File: src/rtl/dlx_imem_loader.sv
// rtl/dlx_imem_loader.sv - boot loader that writes a checksummed byte-framed image into DLX instruction memory
module dlx_imem_loader #(
   parameter int ADDR_W = 8
) (
   input  logic        clock_i,
   input  logic        reset_i,
   input  logic [7:0]  rx_data_i,
   input  logic        rx_valid_i,
   output logic        rx_ready_o,
   output logic        imem_we_o,
   output logic [31:0] imem_addr_o,
   output logic [31:0] imem_data_o,
   output logic        core_reset_o,
   output logic        done_o,
   output logic        error_o
);
   typedef enum logic [2:0] {
      S_INIT, S_LEN_HI, S_LEN_LO, S_DATA, S_CHECK, S_RUN, S_ERROR
   } state_t;

   localparam logic [16:0] MAX_WORDS = 17'(2 ** ADDR_W);

   state_t          state, state_next;
   logic [15:0]     len;
   logic [ADDR_W:0] word_idx;
   logic [1:0]      byte_cnt;
   logic [23:0]     asm_q;
   logic [7:0]      csum;
   logic            accept;
   logic            word_last_byte;
   logic [16:0]     len_eval;
   logic [16:0]     words_done;

   logic            ready_d, we_d, core_reset_d, done_d, error_d;
   logic [31:0]     addr_d, data_d;

   assign accept         = rx_valid_i && rx_ready_o;
   assign word_last_byte = (state == S_DATA) && accept && (byte_cnt == 2'd3);
   assign len_eval       = {1'b0, len[15:8], rx_data_i};
   assign words_done     = 17'(word_idx) + 17'd1;

   always_ff @(posedge clock_i or posedge reset_i) begin
      if (reset_i) state <= S_INIT;
      else         state <= state_next;
   end

   always_comb begin
      state_next = state;
      case (state)
         S_INIT:   state_next = S_LEN_HI;
         S_LEN_HI: if (accept) state_next = S_LEN_LO;
         S_LEN_LO: if (accept) begin
            if (len_eval > MAX_WORDS)   state_next = S_ERROR;
            else if (len_eval == 17'd0) state_next = S_CHECK;
            else                        state_next = S_DATA;
         end
         S_DATA:   if (word_last_byte && words_done == {1'b0, len}) state_next = S_CHECK;
         S_CHECK:  if (accept) state_next = (rx_data_i == csum) ? S_RUN : S_ERROR;
         default:  state_next = state;
      endcase
   end

   // Outputs are registered, so they are derived from the state being entered.
   always_comb begin
      we_d         = 1'b0;
      addr_d       = imem_addr_o;
      data_d       = imem_data_o;
      if (word_last_byte) begin
         we_d   = 1'b1;
         addr_d = {{(29 - ADDR_W){1'b0}}, word_idx, 2'b00};
         data_d = {asm_q, rx_data_i};
      end
      ready_d      = (state_next == S_LEN_HI) || (state_next == S_LEN_LO) ||
                     (state_next == S_DATA)   || (state_next == S_CHECK);
      done_d       = (state_next == S_RUN);
      error_d      = (state_next == S_ERROR);
      core_reset_d = (state_next != S_RUN);
   end

   always_ff @(posedge clock_i or posedge reset_i) begin
      if (reset_i) begin
         rx_ready_o   <= 1'b0;
         imem_we_o    <= 1'b0;
         imem_addr_o  <= 32'd0;
         imem_data_o  <= 32'd0;
         core_reset_o <= 1'b1;
         done_o       <= 1'b0;
         error_o      <= 1'b0;
      end else begin
         rx_ready_o   <= ready_d;
         imem_we_o    <= we_d;
         imem_addr_o  <= addr_d;
         imem_data_o  <= data_d;
         core_reset_o <= core_reset_d;
         done_o       <= done_d;
         error_o      <= error_d;
      end
   end

   always_ff @(posedge clock_i or posedge reset_i) begin
      if (reset_i) begin
         len      <= 16'd0;
         word_idx <= '0;
         byte_cnt <= 2'd0;
         asm_q    <= 24'd0;
         csum     <= 8'd0;
      end else if (accept) begin
         case (state)
            S_LEN_HI: begin
               len[15:8] <= rx_data_i;
               csum      <= csum ^ rx_data_i;
            end
            S_LEN_LO: begin
               len[7:0] <= rx_data_i;
               csum     <= csum ^ rx_data_i;
            end
            S_DATA: begin
               asm_q    <= {asm_q[15:0], rx_data_i};
               byte_cnt <= byte_cnt + 2'd1;
               csum     <= csum ^ rx_data_i;
               if (byte_cnt == 2'd3) word_idx <= word_idx + {{ADDR_W{1'b0}}, 1'b1};
            end
            default: ;
         endcase
      end
   end
endmodule
File: config.mk
export PLATFORM = sky130hd
export DESIGN_NAME = dlx_imem_loader
export DESIGN_NICKNAME = d
export VERILOG_FILES = /design/src/rtl/dlx_imem_loader.sv
export SDC_FILE = /design/constraint.sdc
export NUM_CORES = 1
export LEC_CHECK = 0
export ABC_AREA = 0
export ABC_CLOCK_PERIOD_IN_PS = 4600
export CORE_ASPECT_RATIO = 1.5
export CORE_MARGIN = 4
export CORE_UTILIZATION = 55
export DETAILED_ROUTE_END_ITERATION = 10
export DONT_BUFFER_PORTS = 1
export GPL_TIMING_DRIVEN = 0
export PLACE_DENSITY = 0.74
export REMOVE_ABC_BUFFERS = 1
export SLEW_MARGIN = 20
export SYNTH_ARGS = -nofsm -noshare
export SYNTH_HDL_FRONTEND = slang
export SYNTH_SLANG_ARGS = --single-unit
File: constraint.sdc
create_clock -name clock_i -period 4.6 [get_ports clock_i]
set_clock_uncertainty 0.05 [all_clocks]
set_input_delay 1.38 -clock clock_i [delete_from_list [all_inputs] [get_ports clock_i]]
set_output_delay 1.38 -clock clock_i [all_outputs]
set_load 0.005 [all_outputs]
==> results_dict.tcl, run 1 <==
set metrics [dict create \
    slowest_delay_ns 0.53 \
    path_max_fanout 7 \
    synth-seq-cells 108 \
    path_clk_slew_ns 0.07 \
    utilization 0.6170 \
    grt_max_degree 80 \
    async_reset_ff_frac 1.000 \
    cts_tree "done" \
    cts-resized-gates 0 \
    final_cell_mix "107 x dfrtp_1, 83 x mux2_2, 23 x conb_1" \
    relSlewSlack 0.5806 \
    ioPinCount 80 \
    maxCapViolCount 0 \
    grt_pass1_wl_mm 14.24 \
    multi_input_area_mm2 0.002003 \
    fill_cells 671 \
    die_w_um 84.83 \
    ctsHoldBuffers 0 \
    hpwl_mm 5.879 \
    clkLatencyLatePin_ns 0.34 \
    yosysWarningCount 0 \
    hold_class "flip-flop to flip-flop" \
    syn_inst 373 \
    min_period_ns 2.790 \
    drcViolationCount 0 \
    die_area_mm2 0.01045 \
    vias 2687 \
    drt_iter0_markers 160 \
    vdd_ir_drop_max_v 0.0003242 \
    arrival_ns 3.01 \
    avgSynthCellArea_um2 13.06 \
    avgViaCountPerCell 5.586 \
    rrSetupSlack_ns 2.03 \
    synth_cell_types 50 \
    setup_slack_ns 1.810 \
    rsz0062_at_grt "no" \
    preCtsSetupSlack_ns 1.445 \
    worst_slew_pin_slew_ns 0.6263 \
    hold_viol_final 0 \
    power_leakage_nw 2.297 \
    core_area_mm2 0.008516 \
    drtPass1Iterations 4 \
    cp.required_ns 4.82 \
    synth_edf_count 0 \
    register_area_mm2 0.002704 \
    slew_violations 0 \
    grtUsageTotal 0.1736 \
    antenna_found_initial 0 \
    drive_gt1_frac 0.3128 \
    start_util 0.5718 \
    synthFlopType "dfrtp_1" \
    diodes 0 \
    ys_seq_area_frac 0.5552 \
    cellPowerDensity_mw_per_mm2 615.1 \
    post_drt_wl_per_cell_um 17.61 \
    timing.fmax_mhz 358.4 \
    setup_viol 0 \
    end_kind "flip-flop" \
    final_common_cell "dfrtp_1" \
    critPathLaunchType "input pin" \
    globalplace.congestion 0.8777 \
    drtAntennaViolNets 0 \
    crit_slowest_cell "nor4_1" \
    portBuffers 0 \
    gr-total-overflow 0 \
    worstSetupPathType "input pin to flip-flop" \
    status "completed" \
    clockBufferDepth 2 \
    cp_cell_sequence "xor2_1 > nor4_1 > a21oi_1 > a21o_1 > a32oi_1 > a31o_1" \
    syn_area_mm2 0.004870 \
    cts_sinks 108 \
    cts_setup_buffers 0 \
    cts_root_buf "clkbuf_16" \
    wirelength_mm 8.469 \
    area_growth_pct 7.888 \
    num-nets-final 384 \
    timing.final.crit_share 0.6066 \
    cts_inserted_buffers 9 \
    htreeDepth 3 \
    fp-row-count 41 \
    die_h_um 123.2 \
    whs_ns 0.4370 \
    grt_pass1_vias 2758 \
]
-- logic make-up (layout without fill, tap and decap cells) --
| family | Yosys count | after routing | synth area share |
|---|---|---|---|
| mux | 83 | 83 | 0.1919 |
| buf+inv | 43 | 22 | 0.05345 |
| compound gates | 28 | 28 | 0.04548 |
| simple gates | 75 | 75 | 0.08556 |
| flops | 108 | 108 | 0.5552 |
| other cells | 1 | 23 | 0.0007701 |
| xor+xnor | 33 | 33 | 0.06244 |
| fa+ha+maj | 2 | 2 | 0.005138 |
-- per-layer routing --
layer	routed length, µm	global-route usage	vias up
met5	0	0	-
met4	171	0.08020	0
met3	395	0.04133	12
met2	4468	0.2931	58
met1	3433	0.2107	1359
li1	-	-	1258
-- per-stage QoR --
step | power (mW) | cell area, µm² | TNS, ns | std cells
floorplan | 2.280 | 4707 | 0 | 356
global placement | 2.437 | 4841 | -99.40 | 463
detailed placement | 2.513 | 4964 | 0 | 467
CTS | 3.277 | 5254 | 0 | 481
global route | 3.447 | 5254 | 0 | 481
finish | 3.232 | 5254 | 0 | 481
-- worst paths after layout --
path	from	endpoint	depth (start not counted)
setup / recovery	rx_data_i[3]	rx_ready_o	6
setup reg to reg	word_idx[0]	rx_ready_o	7
min in group asynchronous	reset_i	imem_data_o[16]	1
max in group asynchronous	reset_i	imem_data_o[5]	2
hold reg to reg	byte_cnt[0]	byte_cnt[0]	1
hold / removal	byte_cnt[0]	byte_cnt[0]	1
-- final cells by class --
type | instances | share of cell area
clock inverters | 4 | 0.009764
repair buffers | 4 | 0.01953
well taps | 107 | 0.02548
clock buffers | 10 | 0.04549
multi-input cells | 244 | 0.3813
inverters | 4 | 0.003810
flip-flops and latches | 108 | 0.5146
-- where the power goes --
group / total, mW / leakage, nW / switching, mW / internal [mW]
sequential: 1.70 / 1.34 / 0.341 / 1.36
clock: 0.752 / 0.140 / 0.321 / 0.431
combinational: 0.781 / 0.812 / 0.318 / 0.463
total: 3.23 / 2.30 / 0.980 / 2.25
-- flip-flops by register name, indices dropped and copies added (netlist names) --
name	flops
imem_data_o	32
asm_q	24
len	16
imem_addr_o	9
word_idx	9
csum	8
state	3
byte_cnt	2
core_reset_o	1
done_o	1
error_o	1
imem_we_o	1
rx_ready_o	1
-- Yosys cell counts (all sizes together), types with 2 or more instances --
| cell | number | area [µm²] |
|---|---|---|
| a211o | 2 | 18.77 |
| dfrtp | 107 | 2678 |
| and2 | 4 | 25.02 |
| nor4 | 8 | 56.30 |
| nand4 | 5 | 31.28 |
| a21oi | 6 | 33.78 |
| o21ai | 4 | 20.02 |
| and3 | 6 | 37.54 |
| nand2 | 19 | 71.32 |
| inv | 4 | 15.02 |
| nor3 | 4 | 20.02 |
| a31oi | 4 | 31.28 |
| a21o | 3 | 22.52 |
| buf | 36 | 234.0 |
| clkbuf | 3 | 11.26 |
| nor2 | 12 | 45.04 |
| nand3 | 7 | 35.03 |
| nand2b | 2 | 12.51 |
| xor2 | 15 | 131.4 |
| mux2 | 83 | 934.7 |
| ha | 2 | 25.02 |
| xnor2 | 17 | 148.9 |
-- worst max-delay path, delay by kind of cell --
family          cells  cell delay (ns)
compound gates      4             0.96
simple gates        1             0.53
xor+xnor            1             0.14
No activity file was read; power rests on OpenSTA's default activity.
==> inputs of run 2 (changes only) <==
ABC_CLOCK_PERIOD_IN_PS = 2580   (was 4600)
clock period = 2.58 ns   (was 4.6 ns; I/O delays follow)
==> results_dict.tcl, run 2 (same netlist as run 1, synthesis figures left out) <==
set metrics [dict create \
    fin_cells 481 \
    cts_inserted_buffers 9 \
    avgViaCountPerCell 5.609 \
    critPathLaunchType "flip-flop" \
    crit_path_end "rx_ready_o" \
    fin_area_mm2 0.005258 \
    dpl_cell_area_mm2 0.004964 \
    final_cell_mix "106 x dfrtp_1, 83 x mux2_2, 23 x conb_1" \
    grtUsageTotal 0.1736 \
    maxCapViolCount 0 \
    gr-total-overflow 0 \
    arrival_ns 2.60 \
    largest_register_ffs 32 \
    drt_iter0_markers 167 \
    cp_top_family "compound AO/OA/AOI/OAI gates" \
    num-nets-final 384 \
    die_w_um 84.83 \
    status "completed" \
    drive_gt1_frac 0.3182 \
    power_leakage_nw 2.293 \
    cp-startpoint "word_idx[1]" \
    htreeDepth 3 \
    timing.fmax_mhz 412.0 \
    wl_met3_um 426 \
    clkLatencyLatePin_ns 0.34 \
    path_clk_slew_ns 0.07 \
    relSlewSlack 0.5805 \
    antenna_found_initial 0 \
    slowest_delay_ns 0.49 \
    start_util 0.5718 \
    r2r_start "word_idx[1]" \
    crit_slowest_cell "dfrtp_1" \
    fp-row-count 41 \
    cts_tree "done" \
    cts_root_buf "clkbuf_16" \
    finalSetupTns_ns 0 \
    cp.required_ns 2.75 \
    utilization 0.6174 \
    ctsHoldBuffers 0 \
    vdd_ir_drop_max_v 0.0005779 \
    grt_max_degree 80 \
    crit_buf_inv 0 \
    fin_total_pwr_mw 5.768 \
    worstSetupPathType "flip-flop to flip-flop" \
    drtAntennaViolNets 0 \
    ff2ff_path_depth 7 \
    post_drt_wl_per_cell_um 17.60 \
    regMostFlops "imem_data_o" \
    globalplace.congestion 0.8777 \
    cts_setup_buffers 0 \
    ioPinCount 80 \
    die_h_um 123.2 \
    worst_slew_pin_slew_ns 0.6265 \
    setup_slack_ns 0.1529 \
    wirelength_mm 8.464 \
    cts_sinks 108 \
    hpwl_mm 5.879 \
    cp.depth 7 \
    m1WireLength_mm 3.388 \
    cts-resized-gates 0 \
    cp_cell_sequence "ha_2 > xor3_1 > nor4_1 > a31oi_2 > a2111oi_4 > a21oi_2 > a31o_1" \
    end_kind "flip-flop" \
    slew_violations 0 \
    whs_ns 0.1995 \
    drcViolationCount 0 \
    grt_pass1_vias 2753 \
    area_growth_pct 7.965 \
    placedCellCount 467 \
    clockBufferDepth 2 \
    drtPass1Iterations 4 \
    vias 2698 \
    hold_class "input pin to async pin" \
    core_area_mm2 0.008516 \
    timing.final.crit_share 0.9407 \
    portBuffers 0 \
    r2r_end "rx_ready_o" \
    cellPowerDensity_mw_per_mm2 1097 \
    rrSetupSlack_ns 0.15 \
    topRoutingLayerUsed "met4" \
    hold_viol_final 0 \
    rsz0062_at_grt "no" \
    min_period_ns 2.427 \
    diodes 0 \
    grt_pass1_wl_mm 14.25 \
    met2_length_mm 4.522 \
    die_area_mm2 0.01045 \
    setup_viol 0 \
    final_common_cell "dfrtp_1" \
    path_max_fanout 8 \
    preCtsSetupSlack_ns 0.03056 \
    top_regs "imem_data_o x32, asm_q x24, len x16" \
]
## run 2: where the power goes
| group | leakage [nW] | internal [mW] | switching, mW | total, mW |
|---|---|---|---|---|
| clock network | 0.140 | 0.768 | 0.572 | 1.34 |
| registers | 1.34 | 2.42 | 0.609 | 3.03 |
| logic | 0.810 | 0.829 | 0.567 | 1.40 |
| total | 2.29 | 4.02 | 1.75 | 5.77 |
## run 2: worst reg2reg max path: stages, from the launching register on
cell       delay (ns)
dfrtp_1          0.49
ha_2             0.32
xor3_1           0.33
nor4_1           0.26
a31oi_2          0.09
a2111oi_4        0.42
a21oi_2          0.15
a31o_1           0.21
## run 2: routing by layer
layer / GRT usage / vias up
met5: 0 / -
met4: 0.08020 / 0
met3: 0.04133 / 8
met2: 0.2931 / 71
met1: 0.2107 / 1362
li1: - / 1257
## run 2: final cells by class
| cell class | instances | area (µm²) |
|---|---|---|
| Fill cell | 669 | 3258 |
| Clock inverter | 4 | 51.30 |
| Multi-Input combinational cell | 244 | 2006 |
| Tap cell | 107 | 133.9 |
| Inverter | 4 | 20.02 |
| Clock buffer | 10 | 239.0 |
| Sequential cell | 108 | 2705 |
| Timing Repair Buffer | 4 | 102.6 |
## run 2: worst min-delay path by stage
| stage | endpoint | slack [ns] | cells after the start | start |
|---|---|---|---|---|
| after floorplan | byte_cnt[0] | 0.40 | 1 | byte_cnt[0] |
| after global placement | byte_cnt[0] | 0.41 | 1 | byte_cnt[0] |
| after detailed placement | byte_cnt[0] | 0.42 | 1 | byte_cnt[0] |
| after CTS | asm_q[16] | 0.20 | 1 | reset_i |
| after global routing | imem_data_o[16] | 0.21 | 1 | reset_i |
| final | imem_data_o[16] | 0.20 | 1 | reset_i |
==> inputs of run 3 (changes only) <==
ABC_CLOCK_PERIOD_IN_PS = 2000   (was 2580)
GPL_TIMING_DRIVEN = 1   (was 0)
PLACE_DENSITY = 0.77   (was 0.74)
clock period = 2 ns   (was 2.58 ns; I/O delays follow)
==> results_dict.tcl, run 3 (same netlist as run 1, synthesis figures left out) <==
set metrics [dict create \
    largest_register_ffs 32 \
    violations "setup timing" \
    p_comb_frac 0.292 \
    power_leakage_nw 2.487 \
    top_regs "imem_data_o x32, asm_q x24, len x16" \
    start_util 0.5718 \
    clkLatencyLatePin_ns 0.34 \
    power_frac_seq 0.480 \
    preCtsSetupSlack_ns -0.2643 \
    core_area_mm2 0.008516 \
    final_cell_mix "107 x dfrtp_1, 83 x mux2_2, 29 x buf_4" \
    post_drt_wl_per_cell_um 18.23 \
    min_period_ns 2.194 \
    ioPinCount 80 \
    clockBufferDepth 2 \
    final_common_cell "dfrtp_1" \
    htreeDepth 3 \
    num-nets-final 416 \
    area_growth_pct 14.77 \
    clock_power_share 0.228 \
    portBuffers 0 \
    swShare 0.3107 \
    cts_tree "done" \
    diodes 0 \
    maxCapViolCount 0 \
    p_int_mw 5.466 \
    cp_cell_sequence "ha_4 > buf_6 > a21o_1 > a311oi_2 > a31oi_2 > a2111oi_4 > a21oi_2 > a31o_1" \
    hold_class "input pin to async pin" \
    placedCellCount 497 \
    antenna_found_initial 0 \
    hpwl_mm 6.632 \
    path_max_fanout 3 \
    rsz0062_at_grt "yes" \
    r2r_end "rx_ready_o" \
    fp-row-count 41 \
    vdd_ir_drop_max_v 0.0008148 \
    cp-startpoint "word_idx[1]" \
    drtAntennaViolNets 0 \
    switching_power_mw 2.464 \
    drtPass1Iterations 6 \
    ff2ff_path_depth 8 \
    globalplace.congestion 0.8424 \
    arrival_ns 2.37 \
    gr-total-overflow 0 \
    worstSetupPathType "flip-flop to flip-flop" \
    setup_slack_ns -0.1938 \
    cts_root_buf "clkbuf_16" \
    rrSetupSlack_ns -0.19 \
    r2r_start "word_idx[1]" \
    critPathLaunchType "flip-flop" \
    hold_viol_final 0 \
    die_w_um 84.83 \
    crit_path_end "rx_ready_o" \
    cellPowerDensity_mw_per_mm2 1419 \
    regMostFlops "imem_data_o" \
    die_area_mm2 0.01045 \
    setup_viol 7 \
    avgViaCountPerCell 5.534 \
    vias 2850 \
    finalSetupTns_ns -1.101 \
    status "complete, but fails checks" \
    grtUsageTotal 0.1904 \
    cts_inserted_buffers 9 \
    timing.fmax_mhz 455.8 \
    end_kind "flip-flop" \
    drive_gt1_frac 0.3995 \
    slew_violations 0 \
    path_clk_slew_ns 0.07 \
    grt_max_degree 44 \
    crit_slowest_cell "a2111oi_4" \
    drt_iter0_markers 158 \
    dpl_cell_area_mm2 0.005171 \
    die_h_um 123.2 \
    fin_area_mm2 0.005589 \
    drcViolationCount 0 \
    cts_sinks 108 \
    grt_pass1_vias 3010 \
    grt_pass1_wl_mm 15.58 \
    timing.final.crit_share 1.097 \
    slowest_delay_ns 0.45 \
    wirelength_mm 9.389 \
    fin_cells 515 \
    cp.required_ns 2.18 \
]
run 3: power groups by stage:
stage | Combinational [mW] | Clock, mW | Sequential [mW]
finish | 2.31 | 1.81 | 3.81
global route | 2.54 | 1.94 | 3.94
CTS | 2.26 | 1.87 | 3.82
detailed placement | 2.16 | 0 | 3.85
global placement | 2.08 | 0 | 3.81
floorplan | 1.54 | 0 | 3.71
run 3: worst max-delay path, delay by kind of cell, from the launching register on:
family / cells / cell delay (ns)
AOI/OAI and AO/OA: 6 / 1.31
DFF: 1 / 0.42
adders and majority gates: 1 / 0.19
buffers and inverters: 1 / 0.11
run 3: worst min path at each step:
stage	startpoint	to	slack [ns]	cells after the start
after detailed placement	csum[1]	csum[1]	0.43	1
after global routing	reset_i	imem_we_o	0.08	1
after global placement	reset_i	imem_we_o	0.43	1
after CTS	reset_i	imem_we_o	0.06	1
after floorplan	byte_cnt[0]	byte_cnt[0]	0.40	1
final	reset_i	imem_we_o	0.06	1
run 3: final cells by class:
class / instances / area [µm²]
fill: 646 / 2927
sequential: 108 / 2704
multi-input combinational: 244 / 2086
timing repair buffer: 36 / 340.3
clock buffer: 10 / 239.0
tap: 107 / 133.9
clock inverter: 6 / 68.82
inverter: 4 / 17.52
run 3: metrics by stage:
step / utilization / power (mW) / hold slack (ns)
detailed placement: 0.6073 / 6.005 / 0.4293
finish: 0.6563 / 7.930 / 0.06119
global placement: 0.6073 / 5.881 / 0.4268
floorplan: - / 5.245 / 0.3980
CTS: 0.6509 / 7.946 / 0.06246
global route: 0.6563 / 8.423 / 0.08219
run 3: what timing repair did:
action | 4_1_cts | 5_1_grt
setup buffers | 2 | 0
setup endpoints to repair | 7 | 7
gates resized for setup | 9 | 9
pin swaps | 7 | 4
hold buffers | 0 | 0
run 3: layer usage:
| layer | up-vias | global-route usage | routed length, µm |
|---|---|---|---|
| li1 | 1316 | - | - |
| met1 | 1445 | 0.2317 | 3710 |
| met2 | 69 | 0.3284 | 5031 |
| met3 | 20 | 0.03067 | 386 |
| met4 | 0 | 0.09406 | 260 |
| met5 | - | 0 | 0 |
